$ cat src/rtl/fir_hs_driver.sv
`default_nettype none
// ============================================================================
//  Module   : fir_hs_driver
//  Purpose  : ap_ctrl_hs initiator for the HLS fir core. Buffers input
//             samples, issues one ap_start transaction per sample, captures
//             y on y_ap_vld and streams results out in input order.
//  Revision : 1.0  initial release
// ============================================================================
module fir_hs_driver #(
  parameter int IN_DEPTH  = 4,
  parameter int OUT_DEPTH = 4,
  parameter int TIMEOUT   = 64
) (
  input  logic        ap_clk,
  input  logic        ap_rst,
  input  logic        in_valid,
  output logic        in_ready,
  input  logic [7:0]  in_data,
  output logic        out_valid,
  input  logic        out_ready,
  output logic [15:0] out_data,
  output logic        ap_start,
  output logic [7:0]  x,
  input  logic        ap_done,
  input  logic        ap_idle,
  input  logic        ap_ready,
  input  logic [15:0] y,
  input  logic        y_ap_vld,
  output logic [15:0] txn_count,
  output logic        timeout_err,
  output logic        protocol_err
);

  localparam int IN_AW   = $clog2(IN_DEPTH);
  localparam int IN_CW   = IN_AW + 1;
  localparam int OUT_AW  = $clog2(OUT_DEPTH);
  localparam int OUT_CW  = OUT_AW + 1;
  localparam int WD_W    = (TIMEOUT > 2) ? $clog2(TIMEOUT) : 1;
  localparam int TO_LAST = (TIMEOUT > 0) ? TIMEOUT - 1 : 0;

  typedef enum logic [1:0] {IDLE = 2'd0, ISSUE = 2'd1, WAIT = 2'd2} state_t;

  state_t              state_q, state_d;
  logic [7:0]          x_q, x_d;
  logic                got_y_q, got_y_d;
  logic [WD_W-1:0]     wd_q, wd_d;
  logic [15:0]         txn_q, txn_d;
  logic                terr_q, terr_d;
  logic                perr_q, perr_d;

  logic [7:0]          in_mem_q [IN_DEPTH];
  logic [IN_AW-1:0]    in_wr_q, in_wr_d, in_rd_q, in_rd_d;
  logic [IN_CW-1:0]    in_cnt_q, in_cnt_d;
  logic [15:0]         out_mem_q [OUT_DEPTH];
  logic [OUT_AW-1:0]   out_wr_q, out_wr_d, out_rd_q, out_rd_d;
  logic [OUT_CW-1:0]   out_cnt_q, out_cnt_d;

  logic in_push, in_pop, out_push, out_pop, capture, wd_hit;

  // ap_idle is status only; the handshake never depends on it
  logic unused_idle;
  assign unused_idle = ap_idle;

  assign in_ready     = (in_cnt_q != IN_CW'(IN_DEPTH)) && !ap_rst;
  assign in_push      = in_valid && in_ready;
  assign out_valid    = (out_cnt_q != '0);
  assign out_pop      = out_valid && out_ready;
  assign out_data     = out_mem_q[out_rd_q];
  assign ap_start     = (state_q == ISSUE);
  assign x            = x_q;
  assign txn_count    = txn_q;
  assign timeout_err  = terr_q;
  assign protocol_err = perr_q;
  assign wd_hit       = (TIMEOUT != 0) && (wd_q == WD_W'(TO_LAST));

  // Handshake FSM: one transaction in flight, output slot reserved at issue
  // so a result from the non-stallable core always has somewhere to land
  always_comb begin
    state_d  = state_q;
    x_d      = x_q;
    got_y_d  = got_y_q;
    wd_d     = wd_q;
    txn_d    = txn_q;
    terr_d   = terr_q;
    perr_d   = perr_q;
    in_pop   = 1'b0;
    out_push = 1'b0;
    capture  = 1'b0;
    case (state_q)
      IDLE: begin
        if (y_ap_vld || ap_done) perr_d = 1'b1;
        if ((in_cnt_q != '0) && (out_cnt_q < OUT_CW'(OUT_DEPTH))) begin
          in_pop  = 1'b1;
          x_d     = in_mem_q[in_rd_q];
          got_y_d = 1'b0;
          wd_d    = '0;
          state_d = ISSUE;
        end
      end
      ISSUE: begin
        capture = y_ap_vld && !got_y_q;
        if (y_ap_vld && got_y_q) perr_d = 1'b1;
        if (ap_ready && (got_y_q || capture)) begin
          out_push = capture;
          txn_d    = txn_q + 16'd1;
          state_d  = IDLE;
        end else if (wd_hit) begin
          // abort: sample dropped, any y arriving now is not kept
          terr_d  = 1'b1;
          state_d = IDLE;
        end else begin
          out_push = capture;
          if (capture) got_y_d = 1'b1;
          if (ap_ready) state_d = WAIT;
          wd_d = wd_q + WD_W'(1);
        end
      end
      WAIT: begin
        // ap_ready already seen and y not yet captured
        if (y_ap_vld) begin
          out_push = 1'b1;
          txn_d    = txn_q + 16'd1;
          state_d  = IDLE;
        end else if (wd_hit) begin
          terr_d  = 1'b1;
          state_d = IDLE;
        end else begin
          wd_d = wd_q + WD_W'(1);
        end
      end
      default: state_d = IDLE;
    endcase
  end

  // Input FIFO pointer and occupancy update
  always_comb begin
    in_wr_d  = in_wr_q;
    in_rd_d  = in_rd_q;
    in_cnt_d = in_cnt_q;
    if (in_push) in_wr_d = in_wr_q + IN_AW'(1);
    if (in_pop)  in_rd_d = in_rd_q + IN_AW'(1);
    case ({in_push, in_pop})
      2'b10:   in_cnt_d = in_cnt_q + IN_CW'(1);
      2'b01:   in_cnt_d = in_cnt_q - IN_CW'(1);
      default: in_cnt_d = in_cnt_q;
    endcase
  end

  // Output FIFO pointer and occupancy update; push+pop keeps count
  always_comb begin
    out_wr_d  = out_wr_q;
    out_rd_d  = out_rd_q;
    out_cnt_d = out_cnt_q;
    if (out_push) out_wr_d = out_wr_q + OUT_AW'(1);
    if (out_pop)  out_rd_d = out_rd_q + OUT_AW'(1);
    case ({out_push, out_pop})
      2'b10:   out_cnt_d = out_cnt_q + OUT_CW'(1);
      2'b01:   out_cnt_d = out_cnt_q - OUT_CW'(1);
      default: out_cnt_d = out_cnt_q;
    endcase
  end

  // Control and pointer registers, synchronous reset discards everything
  always_ff @(posedge ap_clk) begin
    if (ap_rst) begin
      state_q   <= IDLE;
      x_q       <= '0;
      got_y_q   <= 1'b0;
      wd_q      <= '0;
      txn_q     <= '0;
      terr_q    <= 1'b0;
      perr_q    <= 1'b0;
      in_wr_q   <= '0;
      in_rd_q   <= '0;
      in_cnt_q  <= '0;
      out_wr_q  <= '0;
      out_rd_q  <= '0;
      out_cnt_q <= '0;
    end else begin
      state_q   <= state_d;
      x_q       <= x_d;
      got_y_q   <= got_y_d;
      wd_q      <= wd_d;
      txn_q     <= txn_d;
      terr_q    <= terr_d;
      perr_q    <= perr_d;
      in_wr_q   <= in_wr_d;
      in_rd_q   <= in_rd_d;
      in_cnt_q  <= in_cnt_d;
      out_wr_q  <= out_wr_d;
      out_rd_q  <= out_rd_d;
      out_cnt_q <= out_cnt_d;
    end
  end

  // FIFO storage, contents are don't-care until the pointers cover them
  always_ff @(posedge ap_clk) begin
    if (in_push)  in_mem_q[in_wr_q]   <= in_data;
    if (out_push) out_mem_q[out_wr_q] <= y;
  end

endmodule
`default_nettype wire

$ cat config.mk
export PLATFORM = sky130hd
export DESIGN_NAME = fir_hs_driver
export DESIGN_NICKNAME = d
export VERILOG_FILES = /design/src/rtl/fir_hs_driver.sv
export SDC_FILE = /design/constraint.sdc
export NUM_CORES = 1
export LEC_CHECK = 0
export CAP_MARGIN = 15
export CORE_MARGIN = 2
export CORE_UTILIZATION = 55
export CTS_CLUSTER_SIZE = 25
export DETAILED_ROUTE_END_ITERATION = 8
export PLACE_DENSITY_LB_ADDON = 0.05
export REMOVE_ABC_BUFFERS = 1
export SLEW_MARGIN = 15
export SYNTH_ARGS = -nofsm -noshare
export SYNTH_HDL_FRONTEND = slang
export SYNTH_SLANG_ARGS = --single-unit
$ cat constraint.sdc
create_clock -name ap_clk -period 2.87 [get_ports ap_clk]
set_input_delay 0.574 -clock ap_clk [delete_from_list [all_inputs] [get_ports ap_clk]]
set_output_delay 0.574 -clock ap_clk [all_outputs]
set_load 0.05 [all_outputs]
==> flow_metrics.py, run 1 <==
metrics = {
    "grt": {
        "use_met1_pct": 28.3,
        "use_met3_pct": 7.65,
        "grtUsageTotal_pct": 21.8,
        "grt_antenna_before_repair": 0,
        "grt.busiest_layer": "met2",
        "grt_pass1_vias": 3728,
        "grt_overflow_total": 0,
        "grt_max_degree": 43,
        "grt_pass1_wl_um": 19200,
        "use_met2_pct": 35.0,
    },
    "yosys": {
        "synth_cell_types": 56,
        "synth-async-reset-ratio_pct": 0,
        "yosysWarnings": 0,
        "synth_cells": 424,
        "syn_avg_cell_area_um2": 14.4,
        "synth_edf_count": 96,
        "synth-seq-area-share_pct": 64.0,
        "syn_area_um2": 6100,
        "ys_ff_latch": 147,
        "ys.flop_type": "edfxtp_1",
    },
    "layout": {
        "instances_no_fill": 670,
        "drive_above_1_share_pct": 18.3,
        "final_cell_mix": "96 x edfxtp_1, 58 x clkdlybuf4s50_1, 51 x dfxtp_1",
        "n_antenna_cell": 0,
        "area_delta_synth_final_pct": 26.0,
        "layout_commonest_cell": "edfxtp_1",
        "final_util_pct": 70.8,
        "nNetsFinal": 569,
    },
    "clocking": {
        "root_buffer": "clkbuf_8",
        "htree_levels": 4,
        "cts_resized": 0,
        "clockBufferDepth": 2,
        "cts.clk_slew.worst_paths_ns": 0.06,
        "cts_buffers": 17,
        "cts_hold_buf": 0,
        "cts_setup_buffers": 0,
        "cts_tree": "yes",
        "cts.sinks": 147,
        "clk_latency_ns": 0.52,
    },
    "timing": {
        "period_share_pct": 93.1,
        "setup_viol_count_final": 0,
        "period_minus_slack_ns": 2.67,
        "clock.fmax_mhz": 374,
        "finClkSkew_ns": 0.0109,
        "hold_violations": 0,
        "rsz0062_at_grt": "no",
        "finalMaxSlewViolations": 0,
        "slew_headroom_pct": 50.5,
        "hold_slack_ns": 0.386,
        "tightest_slew_ns": 0.734,
    },
    "detailed_routing": {
        "num_vias": 3747,
        "drtIter0Drc": 310,
        "antenna_left": 0,
        "route.detailed.drc": 0,
        "dr.pass1.iters": 5,
        "wl_per_cell_um": 17.8,
        "vias_per_cell": 5.59,
        "routed_wirelength_um": 11900,
    },
    "pwr": {
        "cellPowerDensity_nw_per_um2": 893,
        "ir_worst_vdd_uv": 632,
        "p_leak_nw": 2.62,
    },
    "floorplanning": {
        "dieHeight_um": 109,
        "initial_core_util_pct": 56.2,
        "core_area_um2": 10800,
        "die-width_um": 109,
        "dieArea_um2": 11900,
        "io_pins": 77,
        "num_rows": 38,
    },
    "critical_path": {
        "end_kind": "output pin",
        "cpPeakStageDelay_ns": 0.82,
        "path_cells": "inv_1 -> ha_1 -> buf_4 -> clkdlybuf4s50_1",
        "crit_required_ns": 2.30,
        "crit_slowest_cell": "clkdlybuf4s50_1",
        "crit_type": "flip-flop to output pin",
        "cp.arrival_ns": 2.10,
        "crit_path_start_kind": "flip-flop",
        "crit_fanout": 12,
    },
    "place": {
        "place_hpwl_um": 7560,
        "place.gp.congestion": 0.817,
        "dp.cells": 640,
        "port_buffers": 75,
    },
    "worst_hold_path": {
        "min_path_type": "input pin to flip-flop",
    },
    "flow_run": {
        "cap_violations": 0,
    },
    "status": {
        "status": "completed",
    },
}
## path summary, 6_finish.rpt
path | endpoint | start | slack [ns] | cells after the start
setup / recovery | ap_start | state_q[1] | 0.20 | 4
hold / removal | x[6] | ap_rst | 0.39 | 2
setup reg to reg | out_cnt_q[2] | state_q[1] | 0.29 | 12
hold reg to reg | timeout_err | timeout_err | 0.48 | 2
## cell type report
class                      instances  area (um^2)
clock buffer                      20          435
sequential                       147         3900
inverter                          22         82.6
multi-input combinational        237         2030
timing repair buffer              94          848
fill                             752         3160
tap                              140          175
clock inverter                    10          206
## report_power, final
group | total (mW) | leakage (nW) | switching, mW | internal, mW
combinational | 1.89 | 1.03 | 1.11 | 0.778
sequential | 2.57 | 1.28 | 0.144 | 2.43
clock | 2.39 | 0.311 | 0.796 | 1.60
## flip-flops by register name (all words and copies together) (netlist names), named ones only
name	flops
got_y_q	1
in_cnt_q	3
in_mem_q	32
in_rd_q	2
in_wr_q	2
out_cnt_q	3
out_mem_q	64
out_rd_q	2
out_wr_q	2
protocol_err	1
state_q	2
timeout_err	1
txn_count	16
wd_q	6
x	8
## logic make-up (layout without fill, tap and decap cells)
family / count (synthesis) / count (layout) / share of synthesized area [%]
muxes: 35 / 35 / 10.7
xor gates and xnor gates: 13 / 13 / 1.87
adders and majority gates: 18 / 18 / 3.94
buffers and inverters: 40 / 146 / 2.79
AOI/OAI and AO/OA: 65 / 65 / 7.33
and+or+nand+nor: 106 / 106 / 9.34
DFF: 147 / 147 / 64.0
## metal layers
| metal | wire length, um | part of all wire (%) |
|---|---|---|
| met1 | 5270 | 44 |
| met2 | 5850 | 49 |
| met3 | 736 | 6.2 |
| met4 | 63 | 0.53 |
| met5 | 0 | 0 |
## synthesized netlist by cell type (8+ instances only)
| master | instances | area share (%) |
|---|---|---|
| mux2i_1 | 10 | 1.6 |
| ha_1 | 16 | 3.3 |
| mux4_2 | 24 | 8.9 |
| dfxtp_1 | 51 | 17 |
| o21ai_0 | 17 | 1.4 |
| a21oi_1 | 18 | 1.5 |
| or3_1 | 12 | 1.2 |
| nor2_1 | 29 | 1.8 |
| and2_1 | 9 | 0.92 |
| nand2_1 | 16 | 0.99 |
| inv_1 | 21 | 1.3 |
| edfxtp_1 | 96 | 47 |
| nand4_1 | 8 | 0.82 |
## worst max-delay path: cells and delay by family, from the launching register on
| family | cells | cell delay, ns |
|---|---|---|
| fa+ha+maj | 1 | 0.16 |
| buf+inv | 3 | 1.09 |
| flops | 1 | 0.33 |
## stage by stage
| stage | worst slack, ns | TNS (ns) | total power, mW | instance area [um^2] |
|---|---|---|---|---|
| finish | 0.199 | 0 | 6.86 | 7680 |
| floorplan | -0.292 | -0.347 | 3.91 | 6010 |
| CTS | 0.167 | 0 | 6.93 | 7680 |
| global placement | -0.0724 | -0.0724 | 4.47 | 7040 |
| detailed placement | -0.142 | -0.142 | 4.51 | 7040 |
| global route | 0.0951 | 0 | 7.18 | 7680 |
Power figures use the tool's default switching activity.
==> inputs of run 2 (changes only) <==
--- a/config.mk
+++ b/config.mk
@@ -5,7 +5,7 @@
 export SDC_FILE = /design/constraint.sdc
 export NUM_CORES = 1
 export LEC_CHECK = 0
-export CAP_MARGIN = 15
+export CAP_MARGIN = 20
 export CORE_MARGIN = 2
 export CORE_UTILIZATION = 55
 export CTS_CLUSTER_SIZE = 25
==> results of run 2 <==
Final layout, timing and power as in run 1 (identical DEF).
==> inputs of run 3 (changes only) <==
--- a/config.mk
+++ b/config.mk
@@ -8,6 +8,7 @@
 export CAP_MARGIN = 20
 export CORE_MARGIN = 2
 export CORE_UTILIZATION = 55
+export CTS_BUF_LIST = sky130_fd_sc_hd__clkbuf_8 sky130_fd_sc_hd__clkbuf_16
 export CTS_CLUSTER_SIZE = 25
 export DETAILED_ROUTE_END_ITERATION = 8
 export PLACE_DENSITY_LB_ADDON = 0.05
==> flow_metrics.py, run 3 (synthesized netlist as in run 1, its figures left out) <==
metrics = {
    "clocking": {
        "cts_hold_buf": 0,
        "clk_latency_ns": 0.52,
        "cts_tree": "yes",
        "cts.sinks": 147,
        "cts_resized": 0,
        "htree_levels": 4,
        "cts_buffers": 17,
        "clockBufferDepth": 2,
        "cts_setup_buffers": 0,
        "cts.clk_slew.worst_paths_ns": 0.06,
        "root_buffer": "clkbuf_8",
    },
    "detailed_routing": {
        "num_vias": 3745,
        "dr.max_layer_used": "met4",
        "dr.pass1.iters": 4,
        "vias_per_cell": 5.59,
        "route.met2.wl_um": 5770,
        "antenna_left": 0,
        "drtIter0Drc": 275,
        "wl_met1_um": 5330,
        "route.detailed.drc": 0,
        "routed_wirelength_um": 11900,
        "wl_per_cell_um": 17.8,
        "met3_length_um": 723,
    },
    "critical_path": {
        "crit_fanout": 12,
        "crit_type": "flip-flop to output pin",
        "crit_path_start_kind": "flip-flop",
        "crit_required_ns": 2.30,
        "end_kind": "output pin",
        "cp.arrival_ns": 2.10,
    },
    "timing": {
        "fin_ws_ns": 0.196,
        "hold_slack_ns": 0.395,
        "period_share_pct": 93.2,
        "slew_headroom_pct": 51.8,
        "period_minus_slack_ns": 2.67,
        "clock.fmax_mhz": 374,
        "setup_viol_count_final": 0,
        "hold_violations": 0,
        "rsz0062_at_grt": "no",
        "tightest_slew_ns": 0.715,
        "finClkSkew_ns": 0.00943,
        "finalMaxSlewViolations": 0,
        "tns_ns": 0,
    },
    "flow_run": {
        "cap_violations": 0,
    },
    "layout": {
        "area_delta_synth_final_pct": 26.0,
        "layout_commonest_cell": "edfxtp_1",
        "regMostFlops": "out_mem_q",
        "largest_reg_flops": 64,
        "final_cell_mix": "96 x edfxtp_1, 58 x clkdlybuf4s50_1, 51 x dfxtp_1",
        "n_antenna_cell": 0,
        "nNetsFinal": 569,
        "final_util_pct": 70.8,
        "design_area_um2": 7680,
        "instances_no_fill": 670,
        "drive_above_1_share_pct": 18.3,
    },
    "status": {
        "status": "completed",
    },
    "grt": {
        "grt_pass1_wl_um": 19200,
        "grt_pass1_vias": 3728,
        "grt_antenna_before_repair": 0,
        "grt_max_degree": 43,
        "grtUsageTotal_pct": 21.8,
        "grt_overflow_total": 0,
    },
    "place": {
        "place.gp.congestion": 0.817,
        "port_buffers": 75,
        "place_ws_ns": -0.142,
        "dp.cells": 640,
        "place_hpwl_um": 7560,
        "place_area_um2": 7040,
    },
    "floorplanning": {
        "core_area_um2": 10800,
        "dieArea_um2": 11900,
        "num_rows": 38,
        "initial_core_util_pct": 56.2,
        "die-width_um": 109,
        "dieHeight_um": 109,
        "io_pins": 77,
    },
    "pwr": {
        "ir_worst_vdd_uv": 633,
        "p_leak_nw": 2.63,
        "p_total_mw": 6.86,
        "cellPowerDensity_nw_per_um2": 894,
    },
    "worst_hold_path": {
        "min_path_type": "input pin to flip-flop",
    },
}
run 3: cell type report:
class	instances	area, um^2
flip-flops and latches	147	3900
fillers	752	3160
multi-input cells	237	2030
repair buffers	94	848
clock buffers	18	428
clock inverters	12	214
well taps	140	175
inverters	22	82.6
run 3: path summary, 6_finish.rpt:
check	from	end	slack, ns	depth (start not counted)
hold reg to reg	timeout_err	timeout_err	0.48	2
hold / removal	ap_rst	x[6]	0.40	2
setup / recovery	state_q[1]	ap_start	0.20	4
setup reg to reg	state_q[1]	out_cnt_q[2]	0.28	12
run 3: critical path, cell delays in order, from the launching register on:
cell             delay [ns]
dfxtp_1                0.33
inv_1                  0.09
ha_1                   0.16
buf_4                  0.18
clkdlybuf4s50_1        0.82
run 3: per-layer routing:
metal,up-vias,global-route usage [%]
li1,1810,-
met1,1807,28.3
met2,114,35.0
met3,14,7.65
met4,0,5.97
met5,-,0
run 3: power by group:
part	internal, mW	switching, mW	leakage (nW)
Sequential	2.43	0.147	1.28
Clock	1.59	0.802	0.319
Combinational	0.778	1.12	1.03
Total	4.80	2.07	2.63
